**src/rtl/counter_arb_pkg.sv**
```systemverilog
// counter_arb_pkg: shared types and constants for the counter run arbiter.
//   arb_state_e : controller states (idle / clear counter / count / report done)
//   NUM_REQ     : number of requesters sharing the counter
//   LIM_MAX     : largest usable run length for the default 4-bit counter
package counter_arb_pkg;

  localparam int unsigned NUM_REQ = 2;
  localparam int unsigned LIM_MAX = 14;

  typedef enum logic [1:0] {
    StIdle,
    StClear,
    StRun,
    StFinish
  } arb_state_e;

endpackage

```
**src/rtl/rr_pick2.sv**
```systemverilog
// rr_pick2: combinational two-way round-robin picker.
//   i_req   : request vector, bit i = requester i
//   i_last  : index of the requester served most recently
//   o_win   : one-hot winner (zero when nobody requests)
//   o_valid : at least one request is present
module rr_pick2 (
  input  logic [1:0] i_req,
  input  logic       i_last,
  output logic [1:0] o_win,
  output logic       o_valid
);

  always_comb begin
    o_valid = |i_req;
    o_win   = 2'b00;
    unique case (i_req)
      2'b00: o_win = 2'b00;
      2'b01: o_win = 2'b01;
      2'b10: o_win = 2'b10;
      // On a tie the requester that was not served last goes next.
      2'b11: o_win = i_last ? 2'b01 : 2'b10;
    endcase
  end

endmodule

```
**src/rtl/counter_run_arbiter.sv**
```systemverilog
// counter_run_arbiter: shares one up-counter between two requesters. The winner of
// a round-robin pick gets the counter cleared, then enabled until it reaches the
// requested limit, after which DONE pulses for one cycle to the winner.
//   i_clk      : system clock (the counter shares it)
//   i_clr      : synchronous active-low reset
//   i_req      : level-sensitive run requests
//   i_lim0/1   : requested run length per requester, sampled at grant
//   i_q        : current counter value
//   o_e        : counter enable (combinational, stops exactly at the limit)
//   o_cnt_clr  : counter clear, active-low
//   o_gnt      : registered one-hot grant
//   o_done     : registered one-cycle completion pulse
//   o_busy     : controller is not idle
module counter_run_arbiter
  import counter_arb_pkg::*;
#(
  parameter int unsigned WIDTH = 4
) (
  input  logic               i_clk,
  input  logic               i_clr,
  input  logic [NUM_REQ-1:0] i_req,
  input  logic [WIDTH-1:0]   i_lim0,
  input  logic [WIDTH-1:0]   i_lim1,
  input  logic [WIDTH-1:0]   i_q,
  output logic               o_e,
  output logic               o_cnt_clr,
  output logic [NUM_REQ-1:0] o_gnt,
  output logic [NUM_REQ-1:0] o_done,
  output logic               o_busy
);

  // The counter self-clears at all-ones, so the top usable limit is all-ones minus one.
  localparam logic [WIDTH-1:0] LimMax = {{(WIDTH-1){1'b1}}, 1'b0};

  arb_state_e           r_state;
  arb_state_e           w_state_next;
  logic [WIDTH-1:0]     r_lim;
  logic                 r_last;
  logic [NUM_REQ-1:0]   r_gnt;
  logic [NUM_REQ-1:0]   r_done;

  logic [NUM_REQ-1:0]   w_pick;
  logic                 w_pick_valid;
  logic [WIDTH-1:0]     w_lim_sel;
  logic [WIDTH-1:0]     w_lim_clamped;
  logic                 w_at_lim;

  rr_pick2 u_pick (
    .i_req   (i_req),
    .i_last  (r_last),
    .o_win   (w_pick),
    .o_valid (w_pick_valid)
  );

  assign w_lim_sel     = w_pick[1] ? i_lim1 : i_lim0;
  assign w_lim_clamped = (w_lim_sel == '1) ? LimMax : w_lim_sel;
  assign w_at_lim      = (i_q == r_lim);

  // State register plus the registers that change alongside state transitions.
  always_ff @(posedge i_clk) begin
    if (!i_clr) begin
      r_state <= StIdle;
      r_lim   <= '0;
      r_last  <= 1'b1;
      r_gnt   <= '0;
      r_done  <= '0;
    end else begin
      r_state <= w_state_next;
      unique case (r_state)
        StIdle: begin
          if (w_pick_valid) begin
            r_gnt <= w_pick;
            r_lim <= w_lim_clamped;
          end
        end
        StRun: begin
          if (w_at_lim) r_done <= r_gnt;
        end
        StFinish: begin
          r_done <= '0;
          r_gnt  <= '0;
          r_last <= r_gnt[1];
        end
        default: ;
      endcase
    end
  end

  // Next-state logic.
  always_comb begin
    w_state_next = r_state;
    unique case (r_state)
      StIdle:   if (w_pick_valid) w_state_next = StClear;
      StClear:  w_state_next = StRun;
      StRun:    if (w_at_lim) w_state_next = StFinish;
      StFinish: w_state_next = StIdle;
      default:  w_state_next = StIdle;
    endcase
  end

  // Outputs. The clear pin also follows i_clr so the counter is held clear during reset.
  always_comb begin
    o_e       = (r_state == StRun) && !w_at_lim;
    o_cnt_clr = i_clr && (r_state != StClear);
    o_busy    = (r_state != StIdle);
    o_gnt     = r_gnt;
    o_done    = r_done;
  end

endmodule

```
**config.mk**
```make
export PLATFORM = sky130hd
export DESIGN_NAME = counter_run_arbiter
export DESIGN_NICKNAME = d
export VERILOG_FILES = /design/src/rtl/counter_arb_pkg.sv /design/src/rtl/rr_pick2.sv /design/src/rtl/counter_run_arbiter.sv
export SDC_FILE = /design/constraint.sdc
export NUM_CORES = 1
export LEC_CHECK = 0
export BUFFER_PORTS_ARGS = -buffer_cell sky130_fd_sc_hd__buf_4
export CAP_MARGIN = 20
export CORE_AREA = 5 5 46 48
export CTS_CLUSTER_DIAMETER = 100
export CTS_CLUSTER_SIZE = 40
export DETAILED_ROUTE_END_ITERATION = 8
export DIE_AREA = 0 0 51 53
export PLACE_DENSITY = 0.76
export SYNTH_ARGS = -nofsm -noshare
export SYNTH_HDL_FRONTEND = slang
export SYNTH_SLANG_ARGS = --single-unit
```
**constraint.sdc**
```tcl
create_clock -name i_clk -period 1.75 [get_ports i_clk]
set_input_delay 0.2625 -clock i_clk [delete_from_list [all_inputs] [get_ports i_clk]]
set_output_delay 0.2625 -clock i_clk [all_outputs]
set_load 0.05 [all_outputs]
```
; ---- Word-level counts from Yosys, hierarchy flattened
; Index checks and enable logic that the tools add are counted.
[word_totals]
ff_bits = 11
out_inout_bits = 7
[op_classes]
mux = 11
n_eq_ne = 11
n_reduce_logical = 13
[op_table]
columns = operator, count
row1 = $pmux 2 s4, 2
row2 = $mux 2, 5
row3 = $eq 2x2->1 const B, 4
row4 = $mux 4, 2
row5 = $pmux 2 s2, 2
row6 = $reduce_and 2->1, 4
row7 = $reduce_bool 2->1, 3
row8 = $eq 2x1->1 const B, 2
row9 = $eq 4x4->1, 1
row10 = $eq 4x4->1 const B, 1
row11 = $logic_not 2->1, 2
row12 = $ne 2x1->1 const B, 2
row13 = $logic_and 1x1->1, 2
row14 = $ne 2x2->1 const B, 1
row15 = $reduce_or 2->1, 1
row16 = $logic_not 1->1, 1

; ---- Depth between registers and ports, before layout
; Gate-level depths: netlist of run 1.
[logic_depth]
ltp_word = 5
ltp_mapped = 6
mapped_depth_nobuf = 5

; ---- Cells and area by module
; From an unflattened synthesis of run 1, not the netlist that was laid out.
[unflattened]
cells_unflattened = 77
hier_area_um2 = 675.6
[by_module_without_submodules]
columns = module, area_each_um2, n_inst, cells_per_inst
row1 = counter_run_arbiter, 650.6, 1, 73
row2 = rr_pick2, 25.0, 1, 4

; ---- Worst setup path after synthesis of run 1
; OpenSTA, ideal clock, no wires.
[synth_path]
path_kind = register to output
start = reg r_lim[1]
end = out o_e
path_stages_with_launch = 4
required_time_ps = 1487
slack_ps = 145
n_path_buf = 0
t_arrival_ps = 1343
cell_sequence = dfxtp_1 xor2_1 or4_4 and2_2
[synth_via]
elab_chain_len = 3
[synth_rtl]
columns = element, line_no
row1 = "start, declared", counter_run_arbiter.sv:37  ; logic [WIDTH-1:0] r_lim;
row2 = "start signal, assigned", counter_run_arbiter.sv:73  ; r_lim <= w_lim_clamped;
row3 = $eq 4x4->1, counter_run_arbiter.sv:57  ; assign w_at_lim = (i_q == r_lim);
row4 = $logic_not 1->1, counter_run_arbiter.sv:103  ; o_e = (r_state == StRun) && !w_at_lim;
row5 = $logic_and 1x1->1, counter_run_arbiter.sv:103
row6 = "end, declared", counter_run_arbiter.sv:25  ; output logic o_e,
; Every way passes these cells.

; ---- Worst setup path in the final report of run 1
[layout_path]
start = reg r_lim[0]
end = out o_e
; Same word-level chain as after synthesis.

==> key figures, run 1 <==
Run status
  – Status: finished, violations left
  – Failing checks: negative setup slack

Route
  – DRT Pass-1 Iters: 4
  – Routed WL: 1710 µm
  – Routed wl met2: 918 µm
  – DR DRC count: 0
  – Via/cell ratio: 5.61
  – Met3 WL: 47 µm
  – Vias: 690
  – Initial drt markers: 12
  – Antenna Nets Post-Route: 0
  – Top Layer Used: met4
  – M1 wire length: 706 µm
  – Routed len/inst: 13.9 µm

Worst setup path
  – CP peak stage delay: 0.53 ns
  – Worst setup EP type: output port
  – Critical path cell sequence: xor2_2 > or4_4 > and2_4 > buf_8
  – Critical path peak fanout: 2
  – CP required: 1.49 ns
  – CP Launch Type: flop
  – Crit path kind: flop to output port
  – Largest delay share family, worst path: simple AND/OR/NAND/NOR gates
  – WP buf/inv: 1
  – Worst R2R Setup Slack: 0.10 ns
  – Slowest CP cell: or4_4
  – Critical Path AT: 1.60 ns

STA
  – Setup Viol. Count Final: 1
  – RSZ-0062 raised after global routing: true
  – Period utilisation layout: 106%
  – Skew final: 0.00337 ns
  – Min Clock Period, post-route: 1.86 ns
  – Highest clock rate: 538 MHz
  – PnR worst setup slack: -0.110 ns
  – Pins over their slew limit: 0
  – Worst-Margin Slew: 0.423 ns
  – Hold Violations, Final: 0
  – Rel. slew slack: 71.4%

Yosys
  – Dominant combinational cell family by area after synthesis: simple AND/OR/NAND/NOR gates
  – XOR/XNOR Fraction of Synth Area: 5.93%
  – Sequential area share after synthesis: 30.7%
  – Syn Area/Cell: 9.08 µm²
  – Cell count after synthesis: 79
  – Adder-cell share of the synthesized area: 8.73%
  – Simple-gate portion of the synthesized area: 25.1%
  – Synthesis Warnings: 0
  – Mapped Nets: 100
  – Mux contribution to synthesized area: 7.16%
  – Yosys reg bits: 11
  – Netlist cell types: 30
  – Mapped cell area: 717 µm²
  – Synth Area in Compound Gates: 19.2%

Power and ir drop
  – VDD IR max: 0.766 mV
  – Comb power frac: 54.4%
  – Power Density: 1280 nW/µm²
  – Sequential power share: 31.2%
  – Cell-internal power: 0.000694 W
  – NetSw: 0.000550 W
  – Lkg Pwr: 0.414 nW
  – Sw Ratio: 44.2%
  – Clk pwr share: 14.4%

Floorplanning
  – Initial Utilization: 42.9%
  – Die X: 51 µm
  – Die height: 53 µm
  – Die footprint: 2700 µm²
  – I/O Pins: 23
  – Core region area: 1670 µm²
  – Row cnt: 15

Placed design
  – Final GP Congestion: 0.801
  – Placement Setup Slack: 0.0159 ns
  – Port Buf Inserts: 22
  – Placed cell area: 911 µm²
  – HPWL after DPL: 1360 µm

CTS
  – TritonCTS Sinks: 11
  – Clk_lat worst skew: 0.27 ns
  – CTS tree: done
  – # hold bufs at CTS: 0
  – CTS clk-pin slew, worst paths: 0.08 ns
  – CTS Buf Count: 3
  – Root Buffer: clkbuf_4
  – Maximum clock path buffer count: 2
  – H-tree depth: 1

Finish
  – Layout cell share with drive strength beyond 1: 37.7%
  – Fill count: 161
  – Most frequent cells in the layout: buf_4, dfxtp_1, nor2_1, ha_1
  – Diodes inserted: 0
  – Final #Nets: 128
  – Final core occ: 58.2%
  – Area added between synthesis and finish: 35.6%
  – Leading cell type in the layout, fill and taps excluded: buf_4
  – Final non-filler cell area: 972 µm²

Job
  – MaxCap Viol Count: 0

Global routing
  – Initial antenna violation count: 0
  – Vias in the first global route: 672
  – First-pass GRT wire length: 2770 µm
  – Pin count of the biggest net entering global routing: 14
  – Gr ovfl total: 0
  – Global-route total usage across every layer: 14.0%

Hold path
  – Worst hold path class: primary input to flop
flip-flops by register name (all words and copies together), names as in the netlist:
register,flops
r_lim,4
o_done,2
o_gnt,2
r_state,2
r_last,1
power by group through the flow:
| stage | Sequential [W] | Combinational, W | Clock, W |
|---|---|---|---|
| after floorplan | 0.000410 | 0.000427 | 0 |
| after global placement | 0.000381 | 0.000630 | 0 |
| after detailed placement | 0.000384 | 0.000642 | 0 |
| after CTS | 0.000389 | 0.000682 | 0.000185 |
| after global routing | 0.000399 | 0.000736 | 0.000194 |
| final | 0.000388 | 0.000677 | 0.000180 |
final timing paths:
path	end	cells after the start	startpoint
min reg2reg	r_lim[2]	2	r_lim[2]
max	o_e	4	r_lim[0]
max reg2reg	r_state[0]	5	r_state[0]
min	r_last	2	i_clr
Yosys cell counts:
| cell type | n | area (µm²) |
|---|---|---|
| o211ai_1 | 2 | 15.0 |
| o311ai_1 | 1 | 8.76 |
| and2_2 | 1 | 7.51 |
| o21ai_0 | 3 | 15.0 |
| ha_1 | 5 | 62.6 |
| inv_1 | 4 | 15.0 |
| o21a_1 | 1 | 7.51 |
| nor2_1 | 5 | 18.8 |
| xor2_2 | 1 | 16.3 |
| or4b_2 | 1 | 10.0 |
| and3_1 | 3 | 18.8 |
| a211oi_1 | 3 | 22.5 |
| nor2b_1 | 2 | 12.5 |
| nand4b_1 | 2 | 17.5 |
| nor3b_2 | 1 | 12.5 |
| nand3b_1 | 4 | 30.0 |
| mux2i_1 | 4 | 40.0 |
| nand2_1 | 4 | 15.0 |
| a21boi_2 | 1 | 11.3 |
| clkbuf_1 | 2 | 7.51 |
| a21oi_1 | 2 | 10.0 |
| or4_4 | 1 | 11.3 |
| xor2_1 | 3 | 26.3 |
| nand2b_1 | 1 | 6.26 |
| o311ai_0 | 1 | 8.76 |
| nand3_1 | 4 | 20.0 |
| a31oi_1 | 2 | 12.5 |
| o41ai_1 | 3 | 26.3 |
| dfxtp_1 | 11 | 220 |
| mux2_2 | 1 | 11.3 |
what timing repair did:
action / CTS / global route
pin swaps: 4 / 0
resized for setup: 8 / 0
setup buffers: 1 / 0
endpoints found under the hold margin: 0 / 0
setup endpoints to repair: 1 / 1
metrics by stage:
stage               cells  hold WS (ns)  total power, W  TNS (ns)
floorplan              79         0.414        0.000837         0
global placement      118         0.498         0.00101         0
detailed placement    118         0.506         0.00103         0
CTS                   123         0.225         0.00125    -0.117
global route          123         0.231         0.00133    -0.140
finish                123         0.231         0.00124    -0.110
cells by family (layout without fill, tap and decap cells):
kind of cell	after synthesis	in the layout
AO/OA/AOI/OAI	19	19
XOR/XNOR	4	4
buffers and inverters	6	33
AND/OR/NAND/NOR	29	29
multiplexers	5	5
adder cells (fa/ha/maj)	5	5
flip-flops	11	11
cell type report:
type | instances | area, µm² | share of cell area, %
flip-flops and latches | 11 | 224 | 23.0
clock buffers | 4 | 26.3 | 2.70
repair buffers | 25 | 195 | 20.1
well taps | 17 | 21.3 | 2.19
multi-input cells | 62 | 490 | 50.5
inverters | 4 | 15.0 | 1.54
routing by layer:
layer / track usage [%] / up-vias
li1: - / 349
met1: 15.3 / 318
met2: 24.5 / 19
met3: 1.69 / 4
met4: 11.2 / 0
met5: 0 / -
Power figures use the tool's default switching activity.
==> inputs of run 2 (changes only) <==
--- a/config.mk
+++ b/config.mk
@@ -5,14 +5,17 @@
 export SDC_FILE = /design/constraint.sdc
 export NUM_CORES = 1
 export LEC_CHECK = 0
+export ABC_CLOCK_PERIOD_IN_PS = 1750
 export BUFFER_PORTS_ARGS = -buffer_cell sky130_fd_sc_hd__buf_4
 export CAP_MARGIN = 20
-export CORE_AREA = 5 5 46 48
+export CELL_PAD_IN_SITES_DETAIL_PLACEMENT = 0
+export CELL_PAD_IN_SITES_GLOBAL_PLACEMENT = 2
+export CORE_AREA = 5 5 57 59
 export CTS_CLUSTER_DIAMETER = 100
 export CTS_CLUSTER_SIZE = 40
 export DETAILED_ROUTE_END_ITERATION = 8
-export DIE_AREA = 0 0 51 53
-export PLACE_DENSITY = 0.76
+export DIE_AREA = 0 0 62 64
+export PLACE_DENSITY = 0.8
 export SYNTH_ARGS = -nofsm -noshare
 export SYNTH_HDL_FRONTEND = slang
 export SYNTH_SLANG_ARGS = --single-unit
==> run 2 against run 1 <==
The flow still finishes with violations (negative setup slack). Final cell count rose by 14%. Design area increased by 2.6%. Sequential power down 5%. Register-to-register slack better by 0.04 ns. Flip-flop and latch count unchanged. Routed wire length grew 2.6%. Sequential share of layout area fell by 0.58 points. Global-route usage is 4.4 points lower. Clock power hardly changed. Critical path depth is the same. Clock skew grew 0.010 ns.
==> key figures, run 2 (synthesis gave the netlist of run 1 again) <==
Route
  – Routed WL: 1760 µm
  – DR DRC count: 0
  – Via/cell ratio: 4.93
  – Antenna Nets Post-Route: 0
  – Routed len/inst: 12.5 µm
  – Initial drt markers: 18
  – Vias: 690
  – DRT Pass-1 Iters: 3

Placed design
  – HPWL after DPL: 1400 µm
  – Port Buf Inserts: 22
  – Placed cell area: 951 µm²
  – Final GP Congestion: 0.803

CTS
  – Clk_lat worst skew: 0.28 ns
  – CTS clk-pin slew, worst paths: 0.08 ns
  – Root Buffer: clkbuf_4
  – CTS tree: done
  – H-tree depth: 1
  – CTS Buf Count: 3
  – TritonCTS Sinks: 11
  – Maximum clock path buffer count: 2

Worst setup path
  – Worst reg2reg startpoint: r_state[0]
  – R2R depth: 5
  – Critical path launch point: r_lim[0]
  – Worst R2R Setup Slack: 0.14 ns
  – End point of the critical path: o_e
  – Crit path kind: flop to output port
  – Worst setup EP type: output port
  – Critical path cell sequence: xor2_1 > or4_4 > and2_4 > buf_8
  – Critical path depth: 4
  – Critical Path AT: 1.59 ns
  – CP Launch Type: flop
  – WP buf/inv: 1
  – Slowest CP cell: or4_4
  – Worst reg2reg endpoint: r_state[0]
  – Critical path peak fanout: 2
  – Largest delay share family, worst path: simple AND/OR/NAND/NOR gates
  – CP required: 1.49 ns
  – CP peak stage delay: 0.52 ns

STA
  – Setup TNS: -0.107 ns
  – Worst-Margin Slew: 0.387 ns
  – Setup Viol. Count Final: 1
  – Period utilisation layout: 106%
  – PnR worst setup slack: -0.107 ns
  – Hold Slack: 0.229 ns
  – RSZ-0062 raised after global routing: true
  – Highest clock rate: 538 MHz
  – Rel. slew slack: 73.8%
  – Min Clock Period, post-route: 1.86 ns
  – Skew final: 0.0136 ns
  – Pins over their slew limit: 0
  – Hold Violations, Final: 0

Global routing
  – First-pass GRT wire length: 2900 µm
  – Initial antenna violation count: 0
  – Vias in the first global route: 694
  – Global-route total usage across every layer: 9.67%
  – Pin count of the biggest net entering global routing: 14
  – Gr ovfl total: 0

Power and ir drop
  – Power Density: 1280 nW/µm²
  – VDD IR max: 0.752 mV
  – Lkg Pwr: 0.428 nW
  – Total power: 0.00128 W

Finish
  – Leading cell type in the layout, fill and taps excluded: buf_4
  – Max FFs per register: 4
  – Layout cell share with drive strength beyond 1: 37.6%
  – Most frequent cells in the layout: buf_4, dfxtp_1, nor2_1, ha_1
  – Biggest register: r_lim
  – Final non-filler cell area: 997 µm²
  – Final #Nets: 131
  – Area added between synthesis and finish: 39.1%
  – Diodes inserted: 0

Floorplanning
  – Core region area: 2660 µm²
  – Initial Utilization: 26.9%
  – Die height: 64 µm
  – Row cnt: 19
  – Die footprint: 3970 µm²
  – I/O Pins: 23
  – Die X: 62 µm

Job
  – MaxCap Viol Count: 0

Hold path
  – Hold-critical path depth: 2
  – Worst hold path class: primary input to flop

Run status
  – Failing checks: negative setup slack
  – Status: finished, violations left
[run 2: cell types whose count changed in the layout (fill, tap and decap cells not counted), sizes merged]
cell / delta
buf: +3
[run 2: worst register-to-register path: stages, from the launching register on]
cell,delay (ns)
dfxtp_1,0.32
inv_1,0.11
ha_1,0.27
or4b_2,0.60
o311ai_0,0.12
a31oi_1,0.07
[run 2: how the worst min path moves through the flow]
| stage | from | endpoint | slack (ns) |
|---|---|---|---|
| after floorplan | i_req[0] | o_gnt[0] | 0.41 |
| after global placement | r_last | r_last | 0.49 |
| after detailed placement | r_last | r_last | 0.51 |
| after CTS | i_clr | r_last | 0.22 |
| after global routing | i_clr | r_last | 0.23 |
| final | i_clr | r_last | 0.23 |
[run 2: stage by stage]
| stage | utilization [%] | std cells | worst slack (ns) |
|---|---|---|---|
| 4_1_cts | 37.4 | 140 | -0.127 |
| 3_3_place_gp | 35.7 | 135 | 0.0386 |
| 6_report | 37.5 | 140 | -0.107 |
| 3_5_place_dp | 35.7 | 135 | 0.0368 |
| 2_1_floorplan | - | 79 | 0.145 |
| 5_1_grt | 37.5 | 140 | -0.147 |
[run 2: timing repair]
item	CTS	global route
resized for setup	5	1
setup endpoints to repair	1	1
setup buffers	1	0
hold buffers	0	0
pin swaps	2	0
[run 2: final cells by class]
| cell class | count | area (µm²) |
|---|---|---|
| multi-input combinational | 62 | 475 |
| tap | 31 | 38.8 |
| fill | 295 | 1670 |
| inverter | 4 | 15.0 |
| clock buffer | 4 | 26.3 |
| timing repair buffer | 28 | 218 |
| sequential | 11 | 224 |
[run 2: per-layer routing]
metal / part of all wire [%] / track usage [%] / up-vias
met4: 0.97 / 5.57 / 0
li1: - / - / 355
met5: 0 / 0 / -
met2: 46 / 14.4 / 16
met3: 6.0 / 2.21 / 2
met1: 47 / 12.4 / 317
[run 2: where the power goes]
group / internal, W / leakage (nW) / total [W] / switching, W
sequential: 0.000323 / 0.0914 / 0.000370 / 0.0000471
clock: 0.0000883 / 0.0150 / 0.000181 / 0.0000926
combinational: 0.000310 / 0.322 / 0.000727 / 0.000417
total: 0.000722 / 0.428 / 0.00128 / 0.000557
==> inputs of run 3 (changes only) <==
--- a/config.mk
+++ b/config.mk
@@ -15,6 +15,7 @@
 export CTS_CLUSTER_SIZE = 40
 export DETAILED_ROUTE_END_ITERATION = 8
 export DIE_AREA = 0 0 62 64
+export MAX_ROUTING_LAYER = met4
 export PLACE_DENSITY = 0.8
 export SYNTH_ARGS = -nofsm -noshare
 export SYNTH_HDL_FRONTEND = slang
==> run 3 against run 2 <==
The flow still finishes with violations (negative setup slack). Setup slack is the same. Global-route usage grew 0.27 points. Die area is the same. Combinational power is essentially flat. Utilization is the same. Critical path type unchanged. Highest routed layer unchanged.
==> key figures, run 3 (synthesis gave the netlist of run 1 again) <==
Route
  – Routed len/inst: 12.5 µm
  – Antenna Nets Post-Route: 0
  – Via/cell ratio: 4.93
  – Initial drt markers: 19
  – DR DRC count: 0
  – Vias: 690
  – DRT Pass-1 Iters: 3
  – Routed WL: 1760 µm

CTS
  – TritonCTS Sinks: 11
  – Root Buffer: clkbuf_4
  – CTS clk-pin slew, worst paths: 0.08 ns
  – CTS tree: done
  – Clk_lat worst skew: 0.28 ns
  – H-tree depth: 1
  – CTS Buf Count: 3
  – Maximum clock path buffer count: 2

STA
  – Worst-Margin Slew: 0.387 ns
  – Min Clock Period, post-route: 1.86 ns
  – RSZ-0062 raised after global routing: true
  – Hold Violations, Final: 0
  – Pins over their slew limit: 0
  – Highest clock rate: 538 MHz
  – PnR worst setup slack: -0.107 ns
  – Period utilisation layout: 106%
  – Setup Viol. Count Final: 1
  – Skew final: 0.0136 ns
  – Rel. slew slack: 73.8%

Placed design
  – Placement Setup Slack: 0.0368 ns
  – Inst Count DP: 135
  – Placed cell area: 951 µm²
  – Final GP Congestion: 0.815
  – Port Buf Inserts: 22
  – HPWL after DPL: 1400 µm

Finish
  – Diodes inserted: 0
  – Final non-filler cell area: 997 µm²
  – Layout cell share with drive strength beyond 1: 37.6%
  – Biggest register: r_lim
  – Leading cell type in the layout, fill and taps excluded: buf_4
  – Max FFs per register: 4
  – Final core occ: 37.5%
  – Area added between synthesis and finish: 39.1%
  – Number of non-filler instances in the completed layout: 140
  – Final #Nets: 131
  – Most frequent cells in the layout: buf_4, dfxtp_1, nor2_1, ha_1

Job
  – MaxCap Viol Count: 0

Run status
  – Status: finished, violations left
  – Failing checks: negative setup slack

Power and ir drop
  – Lkg Pwr: 0.428 nW
  – Total power: 0.00128 W
  – VDD IR max: 0.752 mV
  – Power Density: 1280 nW/µm²

Floorplanning
  – Die height: 64 µm
  – I/O Pins: 23
  – Row cnt: 19
  – Initial Utilization: 26.9%
  – Die footprint: 3970 µm²
  – Die X: 62 µm
  – Core region area: 2660 µm²

Global routing
  – Met2 Use GR: 14.4%
  – Vias in the first global route: 694
  – First-pass GRT wire length: 2900 µm
  – Initial antenna violation count: 0
  – Pin count of the biggest net entering global routing: 14
  – Global-route total usage across every layer: 9.94%
  – Layer with the highest usage: met2
  – Gr ovfl total: 0
  – Grt met3 use: 2.01%
  – Met1 usage: 12.6%

Worst setup path
  – Worst R2R Setup Slack: 0.14 ns
  – Critical Path AT: 1.59 ns
  – CP required: 1.49 ns
  – Critical path peak fanout: 2
  – CP Launch Type: flop
  – Worst setup EP type: output port
  – Crit path kind: flop to output port

Hold path
  – Worst hold path class: primary input to flop
==> run 3: cell type report <==
type | count | area, µm²
inverters | 4 | 15.0
flip-flops and latches | 11 | 224
fillers | 295 | 1670
well taps | 31 | 38.8
repair buffers | 28 | 218
clock buffers | 4 | 26.3
multi-input cells | 62 | 475
==> run 3: through the flow <==
stage	TNS, ns	hold slack [ns]
CTS	-0.127	0.219
finish	-0.107	0.229
global route	-0.147	0.233
floorplan	0	0.414
global placement	0	0.494
detailed placement	0	0.506
==> run 3: routing by layer <==
metal	part of all wire, %	wire length [µm]
met3	5.6	99
met4	0.97	17
met5	0	0
met2	46	804
met1	47	833
==> run 3: final timing paths <==
| kind | cells after the start | to | from |
|---|---|---|---|
| setup / recovery | 4 | o_e | r_lim[0] |
| hold / removal | 2 | r_last | i_clr |
| setup reg to reg | 5 | r_state[0] | r_state[0] |
| hold reg to reg | 2 | r_lim[3] | r_lim[3] |
==> run 3: report_power, final <==
part / switching (W) / total [W] / internal [W]
clock: 0.0000926 / 0.000181 / 0.0000883
combinational: 0.000417 / 0.000727 / 0.000310
sequential: 0.0000471 / 0.000370 / 0.000323
total: 0.000557 / 0.00128 / 0.000722
==> run 3: repair_timing <==
action / in CTS / in global routing
setup buffers: 1 / 0
gates resized for setup: 5 / 1
hold buffers: 0 / 0
cloned: 0 / 0
pin swaps: 2 / 0
endpoints found under the setup margin: 1 / 1
==> run 3: critical path, cell delays in order, from the launching register on <==
cell	delay, ns
dfxtp_2	0.32
xor2_1	0.17
or4_4	0.52
and2_4	0.18
buf_8	0.14
